### src/rtl/mc_control_fsm.sv
// Multicycle MIPS-subset control unit: Moore FSM that sequences fetch, decode, execute,
// memory and write-back and drives every datapath select and write strobe.
module mc_control_fsm #(
   parameter int MEM_WAIT = 1
) (
   input  logic       clk,
   input  logic       reset_n,
   input  logic [5:0] opcode,
   input  logic [5:0] funct,
   input  logic       zero,
   input  logic       overflow,
   output logic       PCWrite,
   output logic       PCWriteCond,
   output logic       IorD,
   output logic       MemWrite,
   output logic       IRWrite,
   output logic       RegDst,
   output logic       MemToReg,
   output logic       RegWrite,
   output logic       ALUSrcA,
   output logic [1:0] ALUSrcBControl,
   output logic [2:0] ALUOp,
   output logic [1:0] PCSource,
   output logic       EPCWrite,
   output logic [3:0] state_out
);

   // state   | meaning
   // RESET   | idle after reset, all strobes low
   // FETCH   | read instruction, PC+4; IR/PC load on last wait cycle
   // DECODE  | branch target into ALUOut, dispatch on opcode/funct
   // EXEC_R  | R-type ALU operation
   // WB_R    | R-type write-back to rd (blocked on add/sub overflow)
   // MEMADR  | load/store address computation
   // MEMRD   | memory read, waits MEM_WAIT cycles
   // WB_MEM  | load data write-back to rt
   // MEMWR   | single-cycle memory write
   // ADDI    | immediate add
   // WB_I    | immediate write-back to rt (blocked on overflow)
   // BEQ     | compare, conditional PC load from ALUOut
   // JUMP    | PC load from jump target
   // EXC     | EPC <= PC-4, PC <= exception vector
   typedef enum logic [3:0] {
      ST_RESET  = 4'd0,
      ST_FETCH  = 4'd1,
      ST_DECODE = 4'd2,
      ST_EXEC_R = 4'd3,
      ST_WB_R   = 4'd4,
      ST_MEMADR = 4'd5,
      ST_MEMRD  = 4'd6,
      ST_WB_MEM = 4'd7,
      ST_MEMWR  = 4'd8,
      ST_ADDI   = 4'd9,
      ST_WB_I   = 4'd10,
      ST_BEQ    = 4'd11,
      ST_JUMP   = 4'd12,
      ST_EXC    = 4'd13
   } state_t;

   localparam logic [5:0] OP_RTYPE = 6'h00;
   localparam logic [5:0] OP_LW    = 6'h23;
   localparam logic [5:0] OP_SW    = 6'h2B;
   localparam logic [5:0] OP_ADDI  = 6'h08;
   localparam logic [5:0] OP_BEQ   = 6'h04;
   localparam logic [5:0] OP_J     = 6'h02;
   localparam logic [5:0] FN_ADD   = 6'h20;
   localparam logic [5:0] FN_SUB   = 6'h22;
   localparam logic [5:0] FN_AND   = 6'h24;

   // Held as a plain vector so illegal codes 14/15 remain representable.
   logic [3:0] r_state;
   logic [3:0] w_next;
   logic [2:0] r_wait_cnt;
   logic       w_wait_done;
   logic       w_funct_ok;
   logic       w_r_trap;
   logic       w_unused;

   assign w_wait_done = (r_wait_cnt == 3'(MEM_WAIT));
   assign w_funct_ok  = (funct == FN_ADD) || (funct == FN_SUB) || (funct == FN_AND);
   assign w_r_trap    = overflow && ((funct == FN_ADD) || (funct == FN_SUB));
   assign w_unused    = zero;  // branch condition is resolved in the datapath
   assign state_out   = r_state;

   always_comb begin
      w_next = ST_RESET;
      case (r_state)
         ST_RESET:  w_next = ST_FETCH;
         ST_FETCH:  w_next = w_wait_done ? ST_DECODE : ST_FETCH;
         ST_DECODE: begin
            if (opcode == OP_RTYPE && w_funct_ok)          w_next = ST_EXEC_R;
            else if (opcode == OP_LW || opcode == OP_SW)   w_next = ST_MEMADR;
            else if (opcode == OP_ADDI)                    w_next = ST_ADDI;
            else if (opcode == OP_BEQ)                     w_next = ST_BEQ;
            else if (opcode == OP_J)                       w_next = ST_JUMP;
            else                                           w_next = ST_EXC;
         end
         ST_EXEC_R: w_next = ST_WB_R;
         ST_WB_R:   w_next = w_r_trap ? ST_EXC : ST_FETCH;
         ST_MEMADR: w_next = (opcode == OP_SW) ? ST_MEMWR : ST_MEMRD;
         ST_MEMRD:  w_next = w_wait_done ? ST_WB_MEM : ST_MEMRD;
         ST_WB_MEM: w_next = ST_FETCH;
         ST_MEMWR:  w_next = ST_FETCH;
         ST_ADDI:   w_next = ST_WB_I;
         ST_WB_I:   w_next = overflow ? ST_EXC : ST_FETCH;
         ST_BEQ:    w_next = ST_FETCH;
         ST_JUMP:   w_next = ST_FETCH;
         ST_EXC:    w_next = ST_FETCH;
         default:   w_next = ST_RESET;
      endcase
   end

   always_ff @(posedge clk or negedge reset_n) begin
      if (!reset_n) begin
         r_state    <= ST_RESET;
         r_wait_cnt <= 3'd0;
      end else begin
         r_state <= w_next;
         if ((w_next == ST_FETCH || w_next == ST_MEMRD) && (w_next != r_state))
            r_wait_cnt <= 3'd0;
         else if ((r_state == ST_FETCH || r_state == ST_MEMRD) && !w_wait_done)
            r_wait_cnt <= r_wait_cnt + 3'd1;
      end
   end

   always_comb begin
      PCWrite        = 1'b0;
      PCWriteCond    = 1'b0;
      IorD           = 1'b0;
      MemWrite       = 1'b0;
      IRWrite        = 1'b0;
      RegDst         = 1'b0;
      MemToReg       = 1'b0;
      RegWrite       = 1'b0;
      ALUSrcA        = 1'b0;
      ALUSrcBControl = 2'b00;
      ALUOp          = 3'b000;
      PCSource       = 2'b00;
      EPCWrite       = 1'b0;
      case (r_state)
         ST_FETCH: begin
            ALUSrcBControl = 2'b01;
            ALUOp          = 3'b001;
            IRWrite        = w_wait_done;
            PCWrite        = w_wait_done;
         end
         ST_DECODE: begin
            ALUSrcBControl = 2'b11;
            ALUOp          = 3'b001;
         end
         ST_EXEC_R: begin
            ALUSrcA        = 1'b1;
            ALUSrcBControl = 2'b10;
            if (funct == FN_SUB)      ALUOp = 3'b010;
            else if (funct == FN_AND) ALUOp = 3'b011;
            else                      ALUOp = 3'b001;
         end
         ST_WB_R: begin
            RegDst   = 1'b1;
            RegWrite = !w_r_trap;
         end
         ST_MEMADR, ST_ADDI: begin
            ALUSrcA = 1'b1;
            ALUOp   = 3'b001;
         end
         ST_MEMRD:  IorD = 1'b1;
         ST_WB_MEM: begin
            MemToReg = 1'b1;
            RegWrite = 1'b1;
         end
         ST_MEMWR: begin
            IorD     = 1'b1;
            MemWrite = 1'b1;
         end
         ST_WB_I:   RegWrite = !overflow;
         ST_BEQ: begin
            ALUSrcA        = 1'b1;
            ALUSrcBControl = 2'b10;
            ALUOp          = 3'b010;
            PCWriteCond    = 1'b1;
            PCSource       = 2'b01;
         end
         ST_JUMP: begin
            PCWrite  = 1'b1;
            PCSource = 2'b10;
         end
         ST_EXC: begin
            ALUSrcBControl = 2'b01;
            ALUOp          = 3'b010;
            EPCWrite       = 1'b1;
            PCWrite        = 1'b1;
            PCSource       = 2'b11;
         end
         default: ;
      endcase
   end

endmodule

### config.mk
export PLATFORM = sky130hd
export DESIGN_NAME = mc_control_fsm
export DESIGN_NICKNAME = d
export VERILOG_FILES = /design/src/rtl/mc_control_fsm.sv
export SDC_FILE = /design/constraint.sdc
export NUM_CORES = 1
export LEC_CHECK = 0
export CORE_MARGIN = 5
export CORE_UTILIZATION = 40
export CTS_BUF_LIST = sky130_fd_sc_hd__clkbuf_4
export DETAILED_ROUTE_END_ITERATION = 8
export HOLD_SLACK_MARGIN = 0.03
export PLACE_DENSITY_LB_ADDON = 0.08
export SLEW_MARGIN = 10
export SYNTH_ARGS = -nofsm -noshare
export SYNTH_HDL_FRONTEND = slang
export SYNTH_SLANG_ARGS = --single-unit
### constraint.sdc
create_clock -name clk -period 5.3 [get_ports clk]
set_input_delay 1.325 -clock clk [delete_from_list [all_inputs] [get_ports clk]]
set_output_delay 1.325 -clock clk [all_outputs]
set_load 0.005 [all_outputs]
# Word level (Yosys, flattened, before mapping)
# Index checks and enable logic that the tools add are counted.
[totals] register_bits=7 latch_bits=0 ramBits=0 rom_bits=0 input_bits=16 out_inout_bits=21 elab_cells=79 memories=0
[classes] add_sub_neg=1 n_mul=0 n_div=0 order_cmp=0 eq_ne=25 shifts=0 muxes=28 bitwise_logic=0 reduce_logical=23
[op_table] operator="4-bit case mux with 9 select lines" n=1
[op_table] operator="6-bit equality test, second input constant" n=5
[op_table] operator="4-bit equality test, second input constant" n=6
[op_table] operator="4-bit by 3-bit equality test with 1-bit output, second input constant" n=5
[op_table] operator="4-bit 2-to-1 mux" n=5
[op_table] operator="2-bit case mux with 3 select lines" n=3
[op_table] operator="3-bit 2-to-1 mux" n=4
[op_table] operator="1-bit 2-to-1 mux" n=10
[op_table] operator="2-bit OR reduction" n=5
[op_table] operator="4-bit by 1-bit equality test with 1-bit output, second input constant" n=2
[op_table] operator="4-bit by 2-bit equality test with 1-bit output, second input constant" n=2
[op_table] operator="4-bit OR reduction" n=2
[op_table] operator="6-bit by 2-bit equality test with 1-bit output, second input constant" n=1
[op_table] operator="6-bit by 3-bit equality test with 1-bit output, second input constant" n=1
[op_table] operator="6-bit by 4-bit equality test with 1-bit output, second input constant" n=1
[op_table] operator="6-bit zero test" n=1
[op_table] operator="2-bit 2-to-1 mux" n=3
[op_table] operator="6-bit OR reduction" n=1
[op_table] operator="1-bit logical OR" n=5
[op_table] operator="1-bit logical AND" n=4
[op_table] operator="4-bit zero test" n=1
[op_table] operator="4-bit != test" n=1
[op_table] operator="3-bit by 1-bit adder with 3-bit output, second input constant" n=1
[op_table] operator="3-bit by 1-bit equality test with 1-bit output, second input constant" n=1
[op_table] operator="4 further kinds" n=6

# Depth between registers and ports, before layout
[logic_depth] word_depth=11 ltp_mapped=8 depth_no_buf=8

# Worst setup path before layout
# OpenSTA, ideal clock, no wires.
[synth_timing] path_kind="input to output" from="input funct[4]" to="output ALUOp[0]" arrival_time_ns=2.273 required_time_ns=3.975 slack_ns=1.702 path_stages=5 n_path_buf=0 cell_sequence="or4b_1 -> nor2_1 -> a31oi_1 -> nor2_1 -> o22ai_1"
[synth_via] elab_chain_len=3
[synth_lines] item="start: declaration" line="9" rtl="input logic [5:0] funct,"
[synth_lines] item="6-bit equality test" line="154" rtl="if (funct == FN_SUB) ALUOp = 3'b010;"
[synth_lines] item="2-bit 2-to-1 mux" line="154"
[synth_lines] item="2-bit case mux with 3 select lines" line="140" rtl="case (r_state)"
[synth_lines] item="end: declaration" line="22" rtl="output logic [2:0] ALUOp,"
# No other way between the ends.

# Worst setup path in the final report
# Ends and elaborated chain as after synthesis.

==> out/qor.yml <==
status: "completed"
path_clk_slew_ns: 0.06
clk_path_buf_depth: 2
gp_congestion: 0.820
worst_slew_pin_slew_ns: 0.650
p_per_area_nw_per_um2: 515
period_share_pct: 86.6
post_drt_wl_per_cell_um: 13.3
grt_use_total_pct: 15.8
fin_util_pct: 60.5
rows: 16
synthesis.instances: 118
insertion_delay_ns: 0.26
synth_nets: 136
path_class: "in -> out"
num-nets-final: 167
grt_pass1_wl_mm: 4.00
period_minus_slack_ns: 4.59
syn_area_um2: 828
synth_seq_cells: 7
cts-root-buf: "clkbuf_4"
yosys_warnings: 0
vias_per_cell: 5.45
setup_slack_ns: 0.712
arrival_ns: 3.26
vdd_drop_max_v: 0.000347
ys_seq_area_share_pct: 21.1
cts_tree: "built"
preCtsSetupSlack_ns: 0.713
start_kind: "primary input"
slew_headroom_pct: 56.7
worstPathCellList: "clkdlybuf4s50_1 > or4b_1 > nor2_1 > a31oi_1 > nor2_1 > o22ai_1 > clkdlybuf4s50_1"
fmax_mhz: 218
portBuffers: 34
crit_slowest_cell: "or4b_1"
final_common_cell: "clkdlybuf4s50_1"
ant_nets: 0
first_global_vias: 941
grt_overflow_total: 0
total_power_uw: 611
setup_viol: 0
ys_async_sr_fraction_pct: 100
firstDrtPassIters: 4
cts_sinks: 7
placedCellCount: 171
drive_gt1_share_pct: 8.78
cts_buffers: 3
hold_class: "reg -> reg"
cp_slowest_stage_delay_ns: 0.57
hold_buffers: 0
via_count: 954
cp_max_fo: 3
die_area_um2: 3080
rsz0062_at_grt: "false"
fin_setup_tns_ns: 0
antenna_found_initial: 0
die_width_um: 55.5
finalHoldViolations: 0
cap_violations: 0
mostFrequentLayoutCells: "clkdlybuf4s50_1 (34), nor2_1 (15), nand2_1 (13), nor3_1 (10)"
post_cts_buffers: 0
grt_max_degree: 22
io_pins: 37
end_kind: "primary output"
synth_cell_types: 43
post_cts_resized: 0
synth-edff-count: 0
place_hpwl_mm: 1.82
core_um2: 1960
fin_worst_skew_ns: 0.00865
cp.required_ns: 3.97
synth_ff_type: "dfrtp_1"
wirelength_mm: 2.32
n_antenna_cell: 0
fin_cells: 175
htreeDepth: 1
avgSynthCellArea_um2: 7.02
drt_iter0_drc: 12
leakagePower_uw: 0.000455
fp.dieH_um: 55.5
syn2layout_area_growth_pct: 43.4
initial_core_util_pct: 42.2
drv_slew: 0
drc: 0
==> stage by stage <==
step                      hold slack [ns]  instance area [um^2]
after global routing                0.666                  1190
after detailed placement            0.605                  1160
after CTS                           0.623                  1190
after floorplan                     0.557                   828
after global placement              0.589                  1160
final                               0.623                  1190
==> state kept, by name, indices dropped and copies added (netlist names) <==
signal,flops
r_wait_cnt,3
state_out,4
==> critical path: cells and delay by family <==
family,cells,cell delay [ns]
buffers and inverters,2,0.90
and+or+nand+nor,3,0.83
AOI/OAI and AO/OA,2,0.19
==> final cells by class <==
type / instances / area (um^2)
Inverter: 4 / 15.0
Clock inverter: 1 / 5.00
Timing Repair Buffer: 34 / 340
Sequential cell: 7 / 175
Fill cell: 200 / 774
Multi-Input combinational cell: 99 / 596
Tap cell: 27 / 33.8
Clock buffer: 3 / 22.5
==> metal layers <==
layer | wire (um) | GRT usage [%]
met2 | 1120 | 25.2
met1 | 995 | 18.5
met4 | 74 | 10.1
met5 | 0 | 0
met3 | 138 | 4.43
==> logic make-up after synthesis <==
family,Yosys count,share of synthesized area (%)
and+or+nand+nor,65,42.6
buffers and inverters,12,6.95
adders and majority gates,2,3.02
other,1,0.453
DFF,7,21.1
xor gates and xnor gates,5,5.29
AOI/OAI and AO/OA,26,20.5
==> cell usage after synthesis (2+ instances only) <==
library cell / instances / area [um^2]
nor2b_1: 3 / 18.8
or3_1: 2 / 12.5
o21ai_0: 4 / 20.0
o21ai_1: 2 / 10.0
o211ai_1: 2 / 15.0
nor2_1: 15 / 56.3
a21oi_1: 7 / 35.0
or4b_1: 2 / 20.0
clkbuf_1: 4 / 15.0
nand2_1: 13 / 48.8
ha_1: 2 / 25.0
xor2_1: 3 / 26.3
o22ai_1: 2 / 12.5
nor3_1: 10 / 50.1
xnor2_1: 2 / 17.5
nand2b_1: 3 / 18.8
inv_1: 4 / 15.0
nor4_1: 2 / 12.5
nand3_1: 5 / 25.0
nand2b_2: 2 / 17.5
dfrtp_1: 7 / 175
==> path summary, 6_finish.rpt <==
check,startpoint,to,slack [ns],cells past startpoint
max in group asynchronous,reset_n,state_out[3],3.71,1
worst max register to register,state_out[1],r_wait_cnt[0],3.03,6
worst min register to register,r_wait_cnt[2],r_wait_cnt[2],0.62,2
worst min-delay path,r_wait_cnt[2],r_wait_cnt[2],0.62,2
worst max-delay path,funct[4],ALUOp[0],0.71,7
min in group asynchronous,reset_n,state_out[0],1.33,1
==> where the power goes <==
group	switching [uW]	internal [uW]	leakage, uW
clock	23.5	27.8	0.0000177
sequential	76.1	77.5	0.0000893
combinational	181	225	0.000348
total	281	331	0.000455
(Power assumes the default switching activity.)
